**config.mk**
```make
export PLATFORM = sky130hd
export DESIGN_NAME = gyrator_tune
export DESIGN_NICKNAME = d
export VERILOG_FILES = /design/src/rtl/gyrator_pkg.sv /design/src/rtl/gyrator_edge_cnt.sv /design/src/rtl/gyrator_tune.sv
export SDC_FILE = /design/constraint.sdc
export NUM_CORES = 1
export LEC_CHECK = 0
export CAP_MARGIN = 20
export CORE_MARGIN = 2
export CORE_UTILIZATION = 31
export DETAILED_ROUTE_END_ITERATION = 8
export SYNTH_ARGS = -nofsm -noshare
export SYNTH_HDL_FRONTEND = slang
export SYNTH_SLANG_ARGS = --single-unit
```
**constraint.sdc**
```tcl
create_clock -name clk -period 2.9 [get_ports clk]
set_input_delay 0.58 -clock clk [delete_from_list [all_inputs] [get_ports clk]]
set_output_delay 0.58 -clock clk [all_outputs]
set_load 0.02 [all_outputs]
```
**src/rtl/gyrator_pkg.sv**
```systemverilog
// gyrator_pkg: shared state encoding and defaults for the gyrator tuning controller.
// rev 1.0
`default_nettype none

package gyrator_pkg;

  typedef enum logic [2:0] {
    ST_IDLE    = 3'd0,
    ST_SETTLE  = 3'd1,
    ST_MEASURE = 3'd2,
    ST_DECIDE  = 3'd3,
    ST_FINISH  = 3'd4
  } state_t;

  localparam int DEF_TRIM_W     = 6;
  localparam int DEF_GATE_W     = 12;
  localparam int DEF_CNT_W      = 10;
  localparam int DEF_SETTLE_CYC = 16;
  localparam int SYNC_DEPTH     = 2;

  function automatic int max_int(input int a, input int b);
    return (a > b) ? a : b;
  endfunction

endpackage

`default_nettype wire

```
**src/rtl/gyrator_edge_cnt.sv**
```systemverilog
// gyrator_edge_cnt: comparator synchroniser, rising-edge detect and saturating edge counter.
// rev 1.0
`default_nettype none

module gyrator_edge_cnt
  import gyrator_pkg::*;
#(
  parameter int CNT_W = DEF_CNT_W
) (
  input  logic             clk,
  input  logic             rst,
  input  logic             cmp_in,
  input  logic             clr,
  input  logic             en,
  output logic [CNT_W-1:0] count
);

  logic [SYNC_DEPTH-1:0] sync;
  logic                  sync_prev;
  logic                  rise;

  always_ff @(posedge clk or posedge rst) begin
    if (rst) begin
      sync      <= '0;
      sync_prev <= 1'b0;
    end else begin
      sync      <= {sync[SYNC_DEPTH-2:0], cmp_in};
      sync_prev <= sync[SYNC_DEPTH-1];
    end
  end

  assign rise = sync[SYNC_DEPTH-1] & ~sync_prev;

  // Saturate at all-ones so an over-fast oscillator never reads as a slow one.
  always_ff @(posedge clk or posedge rst) begin
    if (rst) begin
      count <= '0;
    end else if (clr) begin
      count <= '0;
    end else if (en && rise && (count != '1)) begin
      count <= count + 1'b1;
    end
  end

endmodule

`default_nettype wire

```
**src/rtl/gyrator_tune.sv**
```systemverilog
// gyrator_tune: SAR loop choosing the largest trim code whose edge count stays at or below target.
// rev 1.0
`default_nettype none

module gyrator_tune
  import gyrator_pkg::*;
#(
  parameter int TRIM_W     = DEF_TRIM_W,
  parameter int GATE_W     = DEF_GATE_W,
  parameter int CNT_W      = DEF_CNT_W,
  parameter int SETTLE_CYC = DEF_SETTLE_CYC
) (
  input  logic              clk,
  input  logic              rst,
  input  logic              start,
  input  logic [GATE_W-1:0] gate_len,
  input  logic [CNT_W-1:0]  target,
  input  logic              cmp_in,
  output logic [TRIM_W-1:0] trim,
  output logic              busy,
  output logic              done,
  output logic              locked,
  output logic [CNT_W-1:0]  meas
);

  localparam int K_W   = (TRIM_W > 1) ? $clog2(TRIM_W) : 1;
  localparam int TMR_W = max_int(GATE_W, $clog2(SETTLE_CYC + 1));
  localparam logic [TRIM_W-1:0] MIDSCALE = TRIM_W'(1) << (TRIM_W - 1);

  state_t             state;
  state_t             state_nx;
  logic [TMR_W-1:0]   tmr;
  logic               tmr_zero;
  logic [GATE_W-1:0]  gate_m1;
  logic [CNT_W-1:0]   target_q;
  logic [K_W-1:0]     k;
  logic [TRIM_W-1:0]  trim_dec;
  logic [CNT_W-1:0]   count;
  logic               cnt_clr;
  logic               cnt_en;

  gyrator_edge_cnt #(
    .CNT_W (CNT_W)
  ) u_edge_cnt (
    .clk    (clk),
    .rst    (rst),
    .cmp_in (cmp_in),
    .clr    (cnt_clr),
    .en     (cnt_en),
    .count  (count)
  );

  assign tmr_zero = (tmr == '0);

  always_ff @(posedge clk or posedge rst) begin
    if (rst) begin
      state <= ST_IDLE;
    end else begin
      state <= state_nx;
    end
  end

  always_comb begin
    state_nx = state;
    busy     = 1'b0;
    done     = 1'b0;
    cnt_clr  = 1'b0;
    cnt_en   = 1'b0;
    case (state)
      ST_IDLE: begin
        if (start) state_nx = ST_SETTLE;
      end
      ST_SETTLE: begin
        busy    = 1'b1;
        cnt_clr = 1'b1;
        if (tmr_zero) state_nx = ST_MEASURE;
      end
      ST_MEASURE: begin
        busy   = 1'b1;
        cnt_en = 1'b1;
        if (tmr_zero) state_nx = ST_DECIDE;
      end
      ST_DECIDE: begin
        busy     = 1'b1;
        state_nx = (k == '0) ? ST_FINISH : ST_SETTLE;
      end
      ST_FINISH: begin
        done     = 1'b1;
        state_nx = ST_IDLE;
      end
      default: state_nx = ST_IDLE;
    endcase
  end

  // Higher trim means higher frequency: an over-target count drops the bit under test.
  always_comb begin
    trim_dec = trim;
    if (count > target_q) trim_dec[k] = 1'b0;
    if (k != '0) trim_dec[k - 1'b1] = 1'b1;
  end

  always_ff @(posedge clk or posedge rst) begin
    if (rst) begin
      trim     <= '0;
      meas     <= '0;
      locked   <= 1'b0;
      k        <= '0;
      tmr      <= '0;
      gate_m1  <= '0;
      target_q <= '0;
    end else begin
      case (state)
        ST_IDLE: begin
          if (start) begin
            gate_m1  <= (gate_len == '0) ? '0 : gate_len - 1'b1;
            target_q <= target;
            trim     <= MIDSCALE;
            k        <= K_W'(TRIM_W - 1);
            locked   <= 1'b0;
            tmr      <= TMR_W'(SETTLE_CYC - 1);
          end
        end
        ST_SETTLE: begin
          tmr <= tmr_zero ? TMR_W'(gate_m1) : tmr - 1'b1;
        end
        ST_MEASURE: begin
          if (!tmr_zero) tmr <= tmr - 1'b1;
        end
        ST_DECIDE: begin
          meas <= count;
          trim <= trim_dec;
          tmr  <= TMR_W'(SETTLE_CYC - 1);
          if (k != '0) k <= k - 1'b1;
        end
        ST_FINISH: begin
          locked <= 1'b1;
        end
        default: ;
      endcase
    end
  end

endmodule

`default_nettype wire

```
==> reports/metrics.yaml, run 1 <==
synth:
  synth-seq-cells: 70
  synth.avg_cell_area_um2: 9.25
  ys_seq_area_share_pct: 44.8
  synthesis.nets: 464
  yosys_warnings: 0
  synth_cell_types: 65
  syn-cell-area_um2: 3910
  synthArstFlopShare_pct: 100
  synth_ff_type: "dfrtp_1"
  syn_inst: 423
  synth_edf_count: 0
critical_path:
  r2r-start: "tmr[0]"
  critPathLaunch: "state[0]"
  reg2reg_to: "tmr[2]"
  crit_path_end_kind: "output port"
  crit_type: "register to output port"
  crit_required_ps: 2320
  crit_path_start_kind: "register"
  arrival_ps: 1930
  rr_worst_depth: 7
  cp_max_fo: 16
  r2r_slack_ps: 560
grt:
  antenna_found_initial: 0
  grt_pass1_vias: 3223
  overflow: 0
  grt_max_degree: 71
  grt_pass1_wl_mm: 16.0
  grt_usage_pct: 15.0
timing:
  fin_setup_tns_ps: 0
  min_period_ps: 2510
  rsz0062_at_grt: "false"
  finalMaxSlewViolations: 0
  fmax_ghz: 0.399
  whs_ps: 361
  max_slew_margin_pct: 50.9
  finalHoldViolCount: 0
  worst_slew_pin_slew_ps: 735
  fin_worst_skew_ps: 6.72
  finalCritPeriodShare_pct: 86.5
  finalSetupViolCount: 0
placement:
  dp.cells: 625
  place_hpwl_mm: 6.67
  routabilityCongestion: 0.831
  port_buffers: 44
floorplan:
  fp.coreArea_um2: 12500
  initial_core_util_pct: 31.4
  die_h_um: 116
  io_pins: 45
  die-area_um2: 13500
  rows: 41
  die_width_um: 116
drt:
  dr.pass1.iters: 6
  totalWireLength_mm: 9.39
  drc: 0
  routed-via-count: 3282
  drtIter0Drc: 201
  routed_via_density: 5.13
  antenna_left: 0
  post_drt_wl_per_cell_um: 14.7
worst_hold_path:
  hold_end: "u_edge_cnt.sync[1]"
  min-delay-start: "u_edge_cnt.sync[0]"
  hold_depth: 0
  hold_path_class: "register to register"
pwr:
  peakVddDrop_v: 0.000210
  clkPwrFrac_pct: 50.5
  p_int_mw: 1.69
  power_frac_comb_pct: 4.1
  switchingPower_mw: 0.480
  power-per-cell-area_nw_per_um2: 449
  power_frac_seq_pct: 45.4
  leakage_nw: 2.12
  total_power_mw: 2.16
  p_sw_share_pct: 22.1
layout:
  drive_gt1_share_pct: 9.19
  regArea_um2: 1750
  stdcell_count: 640
  nNetsFinal: 505
  final_util_pct: 38.7
  n_fill_cell: 1225
  final_cell_mix: "70 x dfrtp_1, 61 x nand2_1, 44 x clkdlybuf4s50_1"
  final_common_cell: "dfrtp_1"
  multiInputGateArea_um2: 2000
  diodes: 0
  syn_to_final_growth_pct: 23.2
clocking:
  cts_root_buf: "clkbuf_16"
  clk_pin_slew_ps: 60
  post_cts_buffers: 0
  clockBufferDepth: 2
  cts-resized-gates: 0
  htree_levels: 3
  cts_tree: "built"
  cts_hold_buf: 0
  cts_made_buffers: 9
  clock_latency_ps: 340
  clock-sinks: 70
flow_run:
  drv_cap: 0
outcome:
  status: "finished clean"
[synth_stat cells (5+ instances only)]
cell      count  area (um2)
nand4_1       8        50.1
nand3_1       9        45.0
xor2_1        6        52.6
ha_1         15         188
nor2_1       32         120
dfrtp_1      70        1750
clkbuf_1     14        52.6
nand2_1      61         229
nor2b_1       8        50.1
a31oi_1       5        31.3
a21o_1        5        37.5
mux2_2       11         124
a21oi_1      21         105
inv_1        20        75.1
nor3_1       12        60.1
and3_1        5        31.3
xnor2_1       6        52.6
o21ai_0      29         145
[worst max path at each step]
stage | to | slack, ps | cells after the start
after floorplan | gate_m1[0] | 550 | 1
after global placement | gate_m1[3] | 430 | 6
after detailed placement | gate_m1[3] | 300 | 6
after CTS | done | 370 | 3
after global routing | done | 240 | 3
final | done | 390 | 3
[cells by family (layout without fill, tap and decap cells)]
logic type | count (synthesis) | count (layout) | synth area share [%]
buf+inv | 39 | 84 | 4.06
fa+ha+maj | 15 | 15 | 4.80
compound gates | 102 | 102 | 17.1
flops | 70 | 70 | 44.8
mux | 12 | 12 | 3.42
xor+xnor | 12 | 12 | 2.69
simple gates | 173 | 173 | 23.2
[flip-flops by register name, indices dropped and copies added, names as in the netlist]
signal	cells
u_edge_cnt.sync_prev	1
trim	6
k	3
u_edge_cnt.sync	2
state	3
gate_m1	12
locked	1
meas	10
target_q	10
u_edge_cnt.count	10
tmr	12
[critical path: stages (launching register included)]
cell and delay (ps):
dfrtp_1 520, nor2_1 280, and2_1 180, clkdlybuf4s50_1 610
[area by class of cell]
type	instances	area share, %
tap	172	4.46
multi-input combinational	314	41.5
clock buffer	9	4.67
inverter	20	1.56
clock inverter	6	1.30
sequential	70	36.3
timing repair buffer	49	10.2
[power by group through the flow]
stage          combinational [mW]  clock, mW  sequential, mW
2_1_floorplan              0.0310          0            1.00
3_3_place_gp               0.0883          0            1.00
3_5_place_dp               0.0898          0            1.00
4_1_cts                    0.0903       1.11           0.983
5_1_grt                    0.0978       1.15           0.983
6_report                   0.0878       1.09           0.983
[layer usage]
metal | track usage [%] | vias to the layer above | part of all wire, %
met1 | 21.2 | 1577 | 48
met3 | 3.01 | 13 | 4.4
met2 | 22.7 | 82 | 45
met4 | 5.63 | 0 | 1.7
li1 | - | 1610 | -
met5 | 0 | - | 0
[through the flow]
stage          instance area, um2  setup WS [ps]
4_1_cts                      4820            372
2_1_floorplan                3910            552
6_report                     4820            391
3_3_place_gp                 4540            429
5_1_grt                      4820            241
3_5_place_dp                 4540            300
No activity file was read; power rests on OpenSTA's default activity.
==> inputs of run 2 (changes only) <==
--- a/config.mk
+++ b/config.mk
@@ -7,8 +7,9 @@
 export LEC_CHECK = 0
 export CAP_MARGIN = 20
 export CORE_MARGIN = 2
-export CORE_UTILIZATION = 31
+export CORE_UTILIZATION = 56
 export DETAILED_ROUTE_END_ITERATION = 8
+export PLACE_DENSITY = 0.8
 export SYNTH_ARGS = -nofsm -noshare
 export SYNTH_HDL_FRONTEND = slang
 export SYNTH_SLANG_ARGS = --single-unit
==> run 2 against run 1 <==
Clock skew is 2.6 ps higher. Combinational power is 1% lower. Via count is 1.7% higher. Worst hold slack worse by 2.5 ps. Maximum frequency is 0.96% higher. Register-to-register slack worse by 100 ps. Design area is 3.5% lower. Core utilization is 30 points higher. Clock power is 28% lower. Die area is 43% lower. Sequential power hardly changed. Clock-buffer cell count stayed put. Critical endpoint unchanged. Highest routed layer unchanged.
==> reports/metrics.yaml, run 2 (synthesis gave the netlist of run 1 again) <==
timing:
  finalSetupViolCount: 0  # unchanged
  fmax_ghz: 0.402  # +0.96%
  fin_worst_skew_ps: 9.36  # +2.64 ps
  rsz0062_at_grt: "false"
  worst_slack_ps: 415  # +23.9 ps
  finalHoldViolCount: 0  # unchanged
  fin_setup_tns_ps: 0  # unchanged
  max_slew_margin_pct: 56.2  # +5.3 points
  finalCritPeriodShare_pct: 85.7  # -0.82 points
  finalMaxSlewViolations: 0  # unchanged
  worst_slew_pin_slew_ps: 656  # -79.0 ps
  min_period_ps: 2480  # -23.9 ps
critical_path:
  crit_path_end_kind: "output port"
  arrival_ps: 1900  # -30 ps
  r2r-start: "tmr[0]"
  r2r_slack_ps: 460  # -100 ps
  rr_worst_depth: 7  # unchanged
  slowest_stage: "clkdlybuf4s50_1"
  crit_type: "register to output port"
  path_cells: "nor2_1 -> and2_1 -> clkdlybuf4s50_1"
  slowest_delay_ps: 610  # about the same
  crit_required_ps: 2320  # about the same
  crit_path_start_kind: "register"
  reg2reg_to: "tmr[2]"
  cp_max_fo: 16  # unchanged
grt:
  grt_pass1_wl_mm: 15.2  # -4.5%
  grt_usage_pct: 25.3  # +10 points
  grt_max_degree: 30  # -58%
  use_met3_pct: 5.00  # +2.0 points
  grt_util_met2_pct: 38.8  # +16 points
  grt_util_met1_pct: 37.2  # +16 points
  overflow: 0  # unchanged
  gr-max-usage-layer: "met2"
  antenna_found_initial: 0  # unchanged
  grt_pass1_vias: 3240  # +0.53%
clocking:
  cts-resized-gates: 0  # unchanged
  clockBufferDepth: 2  # unchanged
  cts_tree: "built"
  cts_hold_buf: 0  # unchanged
  cts_made_buffers: 9  # unchanged
  htree_levels: 3  # unchanged
  cts_root_buf: "clkbuf_8"
  clock-sinks: 70  # unchanged
  clock_latency_ps: 350  # about the same
  clk_pin_slew_ps: 80  # +20 ps
  post_cts_buffers: 0  # unchanged
worst_hold_path:
  hold_end: "u_edge_cnt.sync[1]"
  min-delay-start: "u_edge_cnt.sync[0]"
  hold_depth: 0  # unchanged
  hold_path_class: "register to register"
floorplan:
  die-area_um2: 7670  # -43%
  initial_core_util_pct: 57.6  # +26 points
  rows: 30  # -27%
  fp.coreArea_um2: 6790  # -45%
  io_pins: 45  # unchanged
  die_h_um: 87.6  # -25%
  die_width_um: 87.6  # -25%
pwr:
  power_frac_seq_pct: 53.0  # +7.6 points
  leakage_nw: 2.08  # -1.7%
  clkPwrFrac_pct: 42.3  # -8.2 points
  peakVddDrop_v: 0.000312  # +48%
  p_int_mw: 1.42  # -16%
  power-per-cell-area_nw_per_um2: 398  # -11%
  power_frac_comb_pct: 4.7  # +0.6 points
  switchingPower_mw: 0.428  # -11%
  p_sw_share_pct: 23.1  # +0.95 points
drt:
  drtIter0Drc: 241  # +20%
  totalWireLength_mm: 8.71  # -7.3%
  post_drt_wl_per_cell_um: 15.4  # +4.7%
  dr.pass1.iters: 4  # -2
  drc: 0  # unchanged
  routed_via_density: 5.89  # +15%
  routed-via-count: 3339  # +1.7%
  antenna_left: 0  # unchanged
layout:
  largestRegisters: "gate_m1 (12), tmr (12)"
  nNetsFinal: 507  # +0.40%
  final_cell_mix: "70 x dfrtp_1, 61 x nand2_1, 44 x clkdlybuf4s50_1"
  diodes: 0  # unchanged
  drive_gt1_share_pct: 9.77  # +0.58 points
  syn_to_final_growth_pct: 18.9
  final_common_cell: "dfrtp_1"
placement:
  routabilityCongestion: 0.925  # +11%
  place_hpwl_mm: 6.37  # -4.6%
  place_ws_ps: 364  # +63.1 ps
  port_buffers: 44  # unchanged
outcome:
  status: "finished clean"
flow_run:
  drv_cap: 0  # unchanged
-- run 2: changes by cell type in the layout (fill, tap and decap cells not counted) --
cell,delta
buf_4,+2
clkbuf_16,-9
clkbuf_8,+9
clkinv_2,-1
clkinv_4,+1
clkinvlp_4,+1
-- run 2: worst max path at each step --
stage               cells past startpoint    endpoint         from
global placement                        6  gate_m1[3]  gate_len[6]
finish                                  3        done     state[0]
global route                            3        done     state[0]
CTS                                     3        done     state[0]
floorplan                               1  gate_m1[0]          rst
detailed placement                      6  gate_m1[3]  gate_len[4]
-- run 2: stage by stage --
stage	hold slack, ps	util [%]	cell area [um2]	std cells	total power, mW
2_1_floorplan	331	-	3910	423	1.03
3_3_place_gp	337	65.6	4460	551	1.09
3_5_place_dp	346	65.6	4460	551	1.09
4_1_cts	364	68.5	4650	567	1.87
5_1_grt	378	68.5	4650	567	1.92
6_report	359	68.5	4650	567	1.85
-- run 2: power by group through the flow --
stage          Sequential [mW]  Combinational [mW]  Clock, mW
4_1_cts                  0.981              0.0889      0.800
2_1_floorplan             1.00              0.0310          0
3_3_place_gp              1.00              0.0872          0
6_report                 0.981              0.0867      0.783
3_5_place_dp              1.00              0.0883          0
5_1_grt                  0.982              0.0969      0.846
-- run 2: worst max-delay path, delay by kind of cell (launching register included) --
| kind | cells | cell delay (ps) |
|---|---|---|
| simple gates | 2 | 440 |
| flops | 1 | 520 |
| buf+inv | 1 | 610 |
-- run 2: layout make-up --
cell class,instances,area [um2]
clock inverters,7,73.8
fillers,550,2140
clock buffers,9,124
multi-input cells,314,2000
repair buffers,51,505
inverters,20,75.1
flip-flops and latches,70,1750
well taps,96,120
-- run 2: routing by layer --
layer  up-vias  share of wire, %
met5         -                 0
met4         0               1.1
met3        12               5.1
met2       117                47
met1      1597                47
li1       1613                 -
